==> config.mk <==
export PLATFORM = sky130hd
export DESIGN_NAME = seq_mul32
export DESIGN_NICKNAME = d
export VERILOG_FILES = /design/src/rtl/seq_mul32.sv
export SDC_FILE = /design/constraint.sdc
export NUM_CORES = 1
export LEC_CHECK = 0
export CORE_ASPECT_RATIO = 0.6
export CORE_MARGIN = 5
export CORE_UTILIZATION = 45
export DETAILED_ROUTE_END_ITERATION = 12
export PLACE_DENSITY_LB_ADDON = 0.1
export SYNTH_ARGS = -nofsm -noshare
export SYNTH_HDL_FRONTEND = slang
export SYNTH_SLANG_ARGS = --single-unit
==> constraint.sdc <==
create_clock -name clk -period 13.75 [get_ports clk]
set_clock_uncertainty 0.15 [all_clocks]
set_input_delay 1.375 -clock clk [delete_from_list [all_inputs] [get_ports clk]]
set_output_delay 1.375 -clock clk [all_outputs]
set_load 0.005 [all_outputs]
==> src/rtl/seq_mul32.sv <==
// Multi-cycle RV32M multiplier (MUL/MULH/MULHSU/MULHU): shift-and-add over 32 cycles
// through a 32-bit ripple-carry adder, followed by an optional two's-complement fix-up.
module seq_mul32 #(
    parameter int XLEN = 32
) (
    input  logic            clk,
    input  logic            rst,
    input  logic            start,
    input  logic [1:0]      op,
    input  logic [XLEN-1:0] a,
    input  logic [XLEN-1:0] b,
    input  logic            flush,
    output logic [XLEN-1:0] result,
    output logic            busy,
    output logic            done
);

    typedef enum logic [1:0] {IDLE, CALC, FIX, DONE} state_t;

    state_t            state_reg, state_next;
    logic [XLEN-1:0]   acc_hi_reg, prod_lo_reg, mag_a_reg, result_reg;
    logic [4:0]        count_reg;
    logic              neg_reg;
    logic [1:0]        op_reg;

    logic              a_signed, b_signed;
    logic [XLEN-1:0]   mag_a, mag_b;
    logic [XLEN-1:0]   add_x, add_y, add_sum, hi_neg;
    logic              add_cin, add_cout;
    logic [XLEN:0]     carry;

    // Sign is only honoured for the operands the selected op treats as signed.
    assign a_signed = ((op == 2'b01) || (op == 2'b10)) && a[XLEN-1];
    assign b_signed = (op == 2'b01) && b[XLEN-1];
    assign mag_a    = a_signed ? (~a + {{(XLEN-1){1'b0}}, 1'b1}) : a;
    assign mag_b    = b_signed ? (~b + {{(XLEN-1){1'b0}}, 1'b1}) : b;

    // Shared adder: partial-product accumulate in CALC, low-word increment in FIX.
    always_comb begin
        add_x   = acc_hi_reg;
        add_y   = prod_lo_reg[0] ? mag_a_reg : '0;
        add_cin = 1'b0;
        if (state_reg == FIX) begin
            add_x   = ~prod_lo_reg;
            add_y   = '0;
            add_cin = 1'b1;
        end
    end

    assign carry[0] = add_cin;
    generate
        for (genvar gi = 0; gi < XLEN; gi++) begin : g_ripple
            assign add_sum[gi]  = add_x[gi] ^ add_y[gi] ^ carry[gi];
            assign carry[gi+1]  = (add_x[gi] & add_y[gi]) | (add_x[gi] & carry[gi])
                                | (add_y[gi] & carry[gi]);
        end
    endgenerate
    assign add_cout = carry[XLEN];

    // High word of the negated product absorbs the carry out of the low word.
    assign hi_neg = ~acc_hi_reg + {{(XLEN-1){1'b0}}, add_cout};

    always_comb begin
        state_next = state_reg;
        case (state_reg)
            IDLE: if (start && !flush) state_next = CALC;
            CALC: begin
                if (flush)                  state_next = IDLE;
                else if (count_reg == 5'd31) state_next = FIX;
            end
            FIX:  state_next = flush ? IDLE : DONE;
            DONE: state_next = IDLE;
            default: state_next = IDLE;
        endcase
    end

    always_ff @(posedge clk) begin
        if (rst) begin
            state_reg   <= IDLE;
            acc_hi_reg  <= '0;
            prod_lo_reg <= '0;
            mag_a_reg   <= '0;
            result_reg  <= '0;
            count_reg   <= '0;
            neg_reg     <= 1'b0;
            op_reg      <= 2'b00;
        end else begin
            state_reg <= state_next;
            case (state_reg)
                IDLE: if (start && !flush) begin
                    op_reg      <= op;
                    mag_a_reg   <= mag_a;
                    prod_lo_reg <= mag_b;
                    acc_hi_reg  <= '0;
                    count_reg   <= '0;
                    neg_reg     <= a_signed ^ b_signed;
                end
                CALC: if (!flush) begin
                    {acc_hi_reg, prod_lo_reg} <= {add_cout, add_sum, prod_lo_reg[XLEN-1:1]};
                    count_reg                 <= count_reg + 5'd1;
                end
                FIX: if (!flush) begin
                    if (op_reg == 2'b00) result_reg <= neg_reg ? add_sum : prod_lo_reg;
                    else                 result_reg <= neg_reg ? hi_neg  : acc_hi_reg;
                end
                default: ;
            endcase
        end
    end

    assign busy   = (state_reg == CALC) || (state_reg == FIX);
    assign done   = (state_reg == DONE);
    assign result = result_reg;

endmodule

Yosys cells after proc, flatten, opt, wreduce, memory -nomap -nowiden
Cells that the tools add are included.
{"block": "totals", "reg_bits": 138, "inputBits": 70, "output_inout_bits": 34, "word_cells": 287}
{"block": "op_classes", "add_sub_neg": 4, "eq_ne": 9, "mux": 23, "bitwise": 230, "n_reduce_logical": 13}
{"op": "two-way mux 32 bit", "n": 12}
{"op": "NOT 32 bit", "n": 4}
{"op": "one-hot mux 32 bit (2 select lines)", "n": 2}
{"op": "AND 1 bit", "n": 96}
{"op": "bitwise XOR 1 bit", "n": 65}
{"op": "adder 32 x 1 -> 32 bit, second input constant", "n": 2}
{"op": "OR 1 bit", "n": 64}
{"op": "adder 32 x 1 -> 32 bit", "n": 1}
{"op": "two-way mux 5 bit", "n": 2}
{"op": "one-hot mux 5 bit (2 select lines)", "n": 1}
{"op": "two-way mux 2 bit", "n": 4}
{"op": "one-hot mux 2 bit (4 select lines)", "n": 1}
{"op": "== test 2 bit, second input constant", "n": 3}
{"op": "AND reduction 2 bit", "n": 3}
{"op": "adder 5 x 1 -> 5 bit, second input constant", "n": 1}
{"op": "== test 5 bit, second input constant", "n": 1}
{"op": "== test 2 x 1 -> 1 bit, second input constant", "n": 2}
{"op": "zero test 2 bit", "n": 2}
{"op": "!= test 2 bit, second input constant", "n": 2}
{"op": "logical AND 1 bit", "n": 3}
{"op": "!= test 3 bit, second input constant", "n": 1}
{"op": "AND reduction 3 bit", "n": 1}
{"op": "logical OR 1 bit", "n": 2}
{"op": "nonzero test 2 bit", "n": 1}
{"op": "other kinds (3)", "n": 3}

Longest topological paths before layout
{"block": "logic_depth", "word_depth": 101, "depth_mapped": 45, "ltp_nobuf": 43}

Least setup slack after synthesis
Ideal clock, no wire load.
{"block": "synth_path", "path_kind": "register to register", "from": "register state_reg[0]", "to": "register result_reg[28], in the netlist result[28]", "setup_ns": 0.074, "t_arrival_ns": 14.526, "required_time_ns": 13.526, "path_slack_ns": -1.000, "stages_incl_launch_ff": 45, "path_buffers": 1, "cell_sequence": "dfxtp_1 > inv_1 > ha_1 > clkbuf_1 > nor2b_1 > and2_1 > ha_1 > a21o_1 > fa_1 > fa_1 > fa_1 > fa_1 > fa_1 > fa_1 > fa_1 > fa_1 > fa_1 > fa_1 > (+9 left out) > fa_1 > fa_1 > fa_1 > fa_1 > fa_1 > fa_1 > fa_1 > fa_1 > fa_1 > fa_1 > fa_1 > fa_1 > ha_1 > nor3b_1 > nand4_1 > nor4_1 > or4b_2 > a31oi_1"}
{"block": "synth_via", "elab_chain_len": 101}
{"item": "start: declaration", "line": "20", "rtl": "state_t state_reg, state_next;"}
{"item": "start signal: assignment", "line": "88", "rtl": "state_reg <= state_next;"}
{"item": "== test 2 bit (*)", "line": "43, 89"}
{"item": "two-way mux 32 bit / two-way mux 1 bit (equally long branches)", "line": "43", "rtl": "if (state_reg == FIX) begin"}
{"item": "AND 1 bit", "line": "54", "rtl": "assign carry[gi+1] = (add_x[gi] & add_y[gi]) | (add_x[gi] & carry[gi])"}
{"item": "OR 1 bit", "line": "54"}
{"item": "OR 1 bit", "line": "55", "rtl": "| (add_y[gi] & carry[gi]);"}
{"item": "AND 1 bit", "line": "54"}
{"item": "OR 1 bit", "line": "54"}
{"item": "OR 1 bit", "line": "55"}
{"item": "(+85 left out)"}
{"item": "OR 1 bit", "line": "54"}
{"item": "OR 1 bit", "line": "55"}
{"item": "AND 1 bit", "line": "54"}
{"item": "OR 1 bit", "line": "54"}
{"item": "OR 1 bit", "line": "55"}
{"item": "adder 32 x 1 -> 32 bit", "line": "61", "rtl": "assign hi_neg = ~acc_hi_reg + {{(XLEN-1){1'b0}}, add_cout};"}
{"item": "two-way mux 32 bit", "line": "104", "rtl": "else result_reg <= neg_reg ? hi_neg : acc_hi_reg;"}
{"item": "two-way mux 32 bit", "line": "103", "rtl": "if (op_reg == 2'b00) result_reg <= neg_reg ? add_sum : prod_lo_reg;"}
{"item": "end signal: assignment", "line": "103"}
{"item": "end signal: assignment", "line": "104"}
{"item": "end: declaration", "line": "21", "rtl": "logic [XLEN-1:0] acc_hi_reg, prod_lo_reg, mag_a_reg, result_reg;"}
Mark *: on every way between the ends. The rest lies on a longest branch, timed or not.
A chain may end at the register's enable or synchronous reset.

Final worst setup path
{"block": "layout_path", "from": "register state_reg[0]", "to": "register result_reg[23], in the netlist result[23]"}
The elaborated chain is that of the path after synthesis.

==> reports/qor.yml <==
clock.fmax_mhz: 74.2
clk_latency_ns: 0.42
initialDrtViolationCount: 957
vias_per_cell: 5.95
worst-path-max-fanout: 12
relSlewSlack_pct: 30.6
place_hpwl_um: 23200
place_congestion: 0.894
core_area_um2: 20900
syn_inst: 1210
holdWs_ns: 0.305
crit_type: "flop to flop"
synth_top_area_cell: "dfxtp_1"
synth_top_cell_area_share_pct: 29.1
cp.required_ns: 13.93
async_flop_share_pct: 0
grt_use_total_pct: 25.9
synthTopCellsByCount: "a21oi_1 (143), dfxtp_1 (138), nand2_1 (104), nor2_1 (104), clkbuf_1 (81)"
portBuffers: 103
peakVddDrop_uv: 81.9
cpMostUsedCell: "fa_2"
power.density_nw_per_um2: 96.7
hold_class: "flop to flop"
die_x_um: 197
root_buffer: "clkbuf_16"
tightest_slew_ns: 1.04
h-tree-depth: 4
grt_pass1_wl_um: 49000
path_delay_family: "adder cells"
fin_nets: 1380
wirelength_um: 31600
ant_nets: 0
crit_path_start_kind: "flop"
cp-end-kind: "flop"
syn_area_per_cell_um2: 7.84
synth.distinct_cells: 70
timing.final.crit_share_pct: 98.0
worstPathArrival_ns: 13.66
final_cells: 1558
drv_slew: 0
antenna_found_initial: 0
die_area_um2: 24200
fin_setup_tns_ns: 0
wl_per_cell_um: 20.3
p_leak_nw: 4.09
crit_slowest_cell: "fa_2"
cts.path.max_buffers: 2
antenna_cells: 0
start_util_pct: 45.4
setup_violations: 0
status: "finished, final reports clean"
synthTopCellsByArea: "dfxtp_1 (29%), a21oi_1 (7.5%), fa_1 (6.5%)"
grt_max_degree: 100
numCtsBuffers: 17
synth_edf_count: 0
num_rows: 41
cap_violations: 0
path_clk_slew_ns: 0.07
path_buf_inv: 5
yosys_most_used_dff: "dfxtp_1"
grt_pass1_vias: 8258
final_hold_viol_count: 0
ys_ff_latch: 138
ys_warn_count: 0
cts.sinks: 138
drc: 0
overflow: 0
post-synth-top-count-cell: "a21oi_1"
period_needed_ns: 13.48
via_count: 9263
cts_tree: "done"
syn_area_um2: 9490
drt_first_pass_iters: 5
area_growth_pct: 21.7
die_y_um: 122
io_pins: 104
yosysSeqAreaShare_pct: 29.1
crit_path_max_incr_delay_ns: 0.40
syn_nets: 1324
drive_gt1_share_pct: 11.5
placedCellCount: 1523
final_util_pct: 55.3
layer usage:
metal  vias to the layer above  track usage [%]  wire length (um)
met1                      4363             43.3             16600
met5                         -                0                 0
met3                        19             7.22              3060
met2                       380             32.0             11700
li1                       4501                -                 -
met4                         0             4.50               266
final timing paths:
check | depth (start not counted) | from | slack (ns) | end
worst max-delay path | 45 | state_reg[0]$_SDFFE_PP0P_ | 0.27 | result[23]$_SDFFE_PP0P_
worst min-delay path | 2 | result[1]$_SDFFE_PP0P_ | 0.31 | result[1]$_SDFFE_PP0P_
worst max register to register | 45 | state_reg[0]$_SDFFE_PP0P_ | 0.27 | result[23]$_SDFFE_PP0P_
worst min register to register | 2 | result[1]$_SDFFE_PP0P_ | 0.31 | result[1]$_SDFFE_PP0P_
stage by stage:
stage / total power [mW] / worst slack, ns / instance area [um2]
finish: 1.12 / 0.272 / 11500
detailed placement: 0.648 / -0.288 / 10800
global route: 1.16 / -0.00318 / 11500
global placement: 0.646 / -0.243 / 10800
CTS: 1.11 / 0.0396 / 11400
floorplan: 0.567 / 0.00135 / 9540
worst reg2reg max path, delay by kind of cell, from the launching register on:
family | cells | cell delay [ns]
adder cells (fa/ha/maj) | 33 | 11.28
buffers and inverters | 5 | 0.60
AND/OR/NAND/NOR | 3 | 0.42
flip-flops | 1 | 0.35
AO/OA/AOI/OAI | 3 | 0.34
XOR/XNOR | 1 | 0.22
where the power goes:
| part | internal [mW] | total (mW) | switching [mW] |
|---|---|---|---|
| clock | 0.278 | 0.469 | 0.191 |
| combinational | 0.0795 | 0.207 | 0.128 |
| sequential | 0.418 | 0.440 | 0.0220 |
cell type report:
class,instances,area (um2)
fill,1930,9330
multi-input combinational,948,6440
sequential,138,2770
timing repair buffer,137,1300
clock buffer,19,453
tap,279,349
clock inverter,13,145
inverter,24,92.6
cell usage in the layout, fill, tap and decap left out, types with 5 or more instances in the layout:
cell | netlist | routed
ha_1 | 13 | 7
nor2_1 | 104 | 100
nor3b_1 | 8 | 6
or3_1 | 14 | 14
clkbuf_16 | 0 | 17
buf_4 | 0 | 33
xnor2_1 | 40 | 40
o2bb2ai_1 | 7 | 7
and2_1 | 36 | 36
clkinv_4 | 0 | 5
inv_1 | 24 | 23
a41oi_1 | 5 | 5
clkdlybuf4s50_1 | 0 | 102
nand4_1 | 6 | 6
nand3b_1 | 5 | 5
dfxtp_1 | 138 | 135
mux2i_1 | 28 | 28
or4_1 | 11 | 11
nand2_1 | 104 | 104
nand3_1 | 43 | 43
o21ai_0 | 64 | 62
mux2_2 | 5 | 5
a311oi_1 | 5 | 5
and3_1 | 20 | 20
nor3_1 | 20 | 19
o41ai_1 | 7 | 7
o31ai_1 | 18 | 17
nand2b_1 | 15 | 15
fa_2 | 0 | 31
o211ai_1 | 16 | 16
or2_2 | 6 | 6
a31oi_1 | 34 | 34
nor4_1 | 21 | 20
nor2b_1 | 12 | 11
a21oi_1 | 143 | 143
a211oi_1 | 25 | 25
xor2_1 | 25 | 25
cells by family (layout without fill, tap and decap cells):
| logic type | after synthesis | count (layout) | share of synthesized area (%) |
|---|---|---|---|
| AOI/OAI and AO/OA | 361 | 361 | 23.6 |
| buffers and inverters | 124 | 193 | 4.95 |
| muxes | 34 | 34 | 3.79 |
| and+or+nand+nor | 444 | 444 | 24.3 |
| DFF | 138 | 138 | 29.1 |
| xor gates and xnor gates | 65 | 65 | 6.00 |
| adders and majority gates | 44 | 44 | 8.26 |
timing repair:
action                                  CTS  global route
endpoints found under the setup margin   32            32
setup buffers                             1             3
hold buffers                              0             0
pin swaps                                 2             8
gates resized for setup                   9            25
Note: power is estimated with default switching activity, not from simulation.
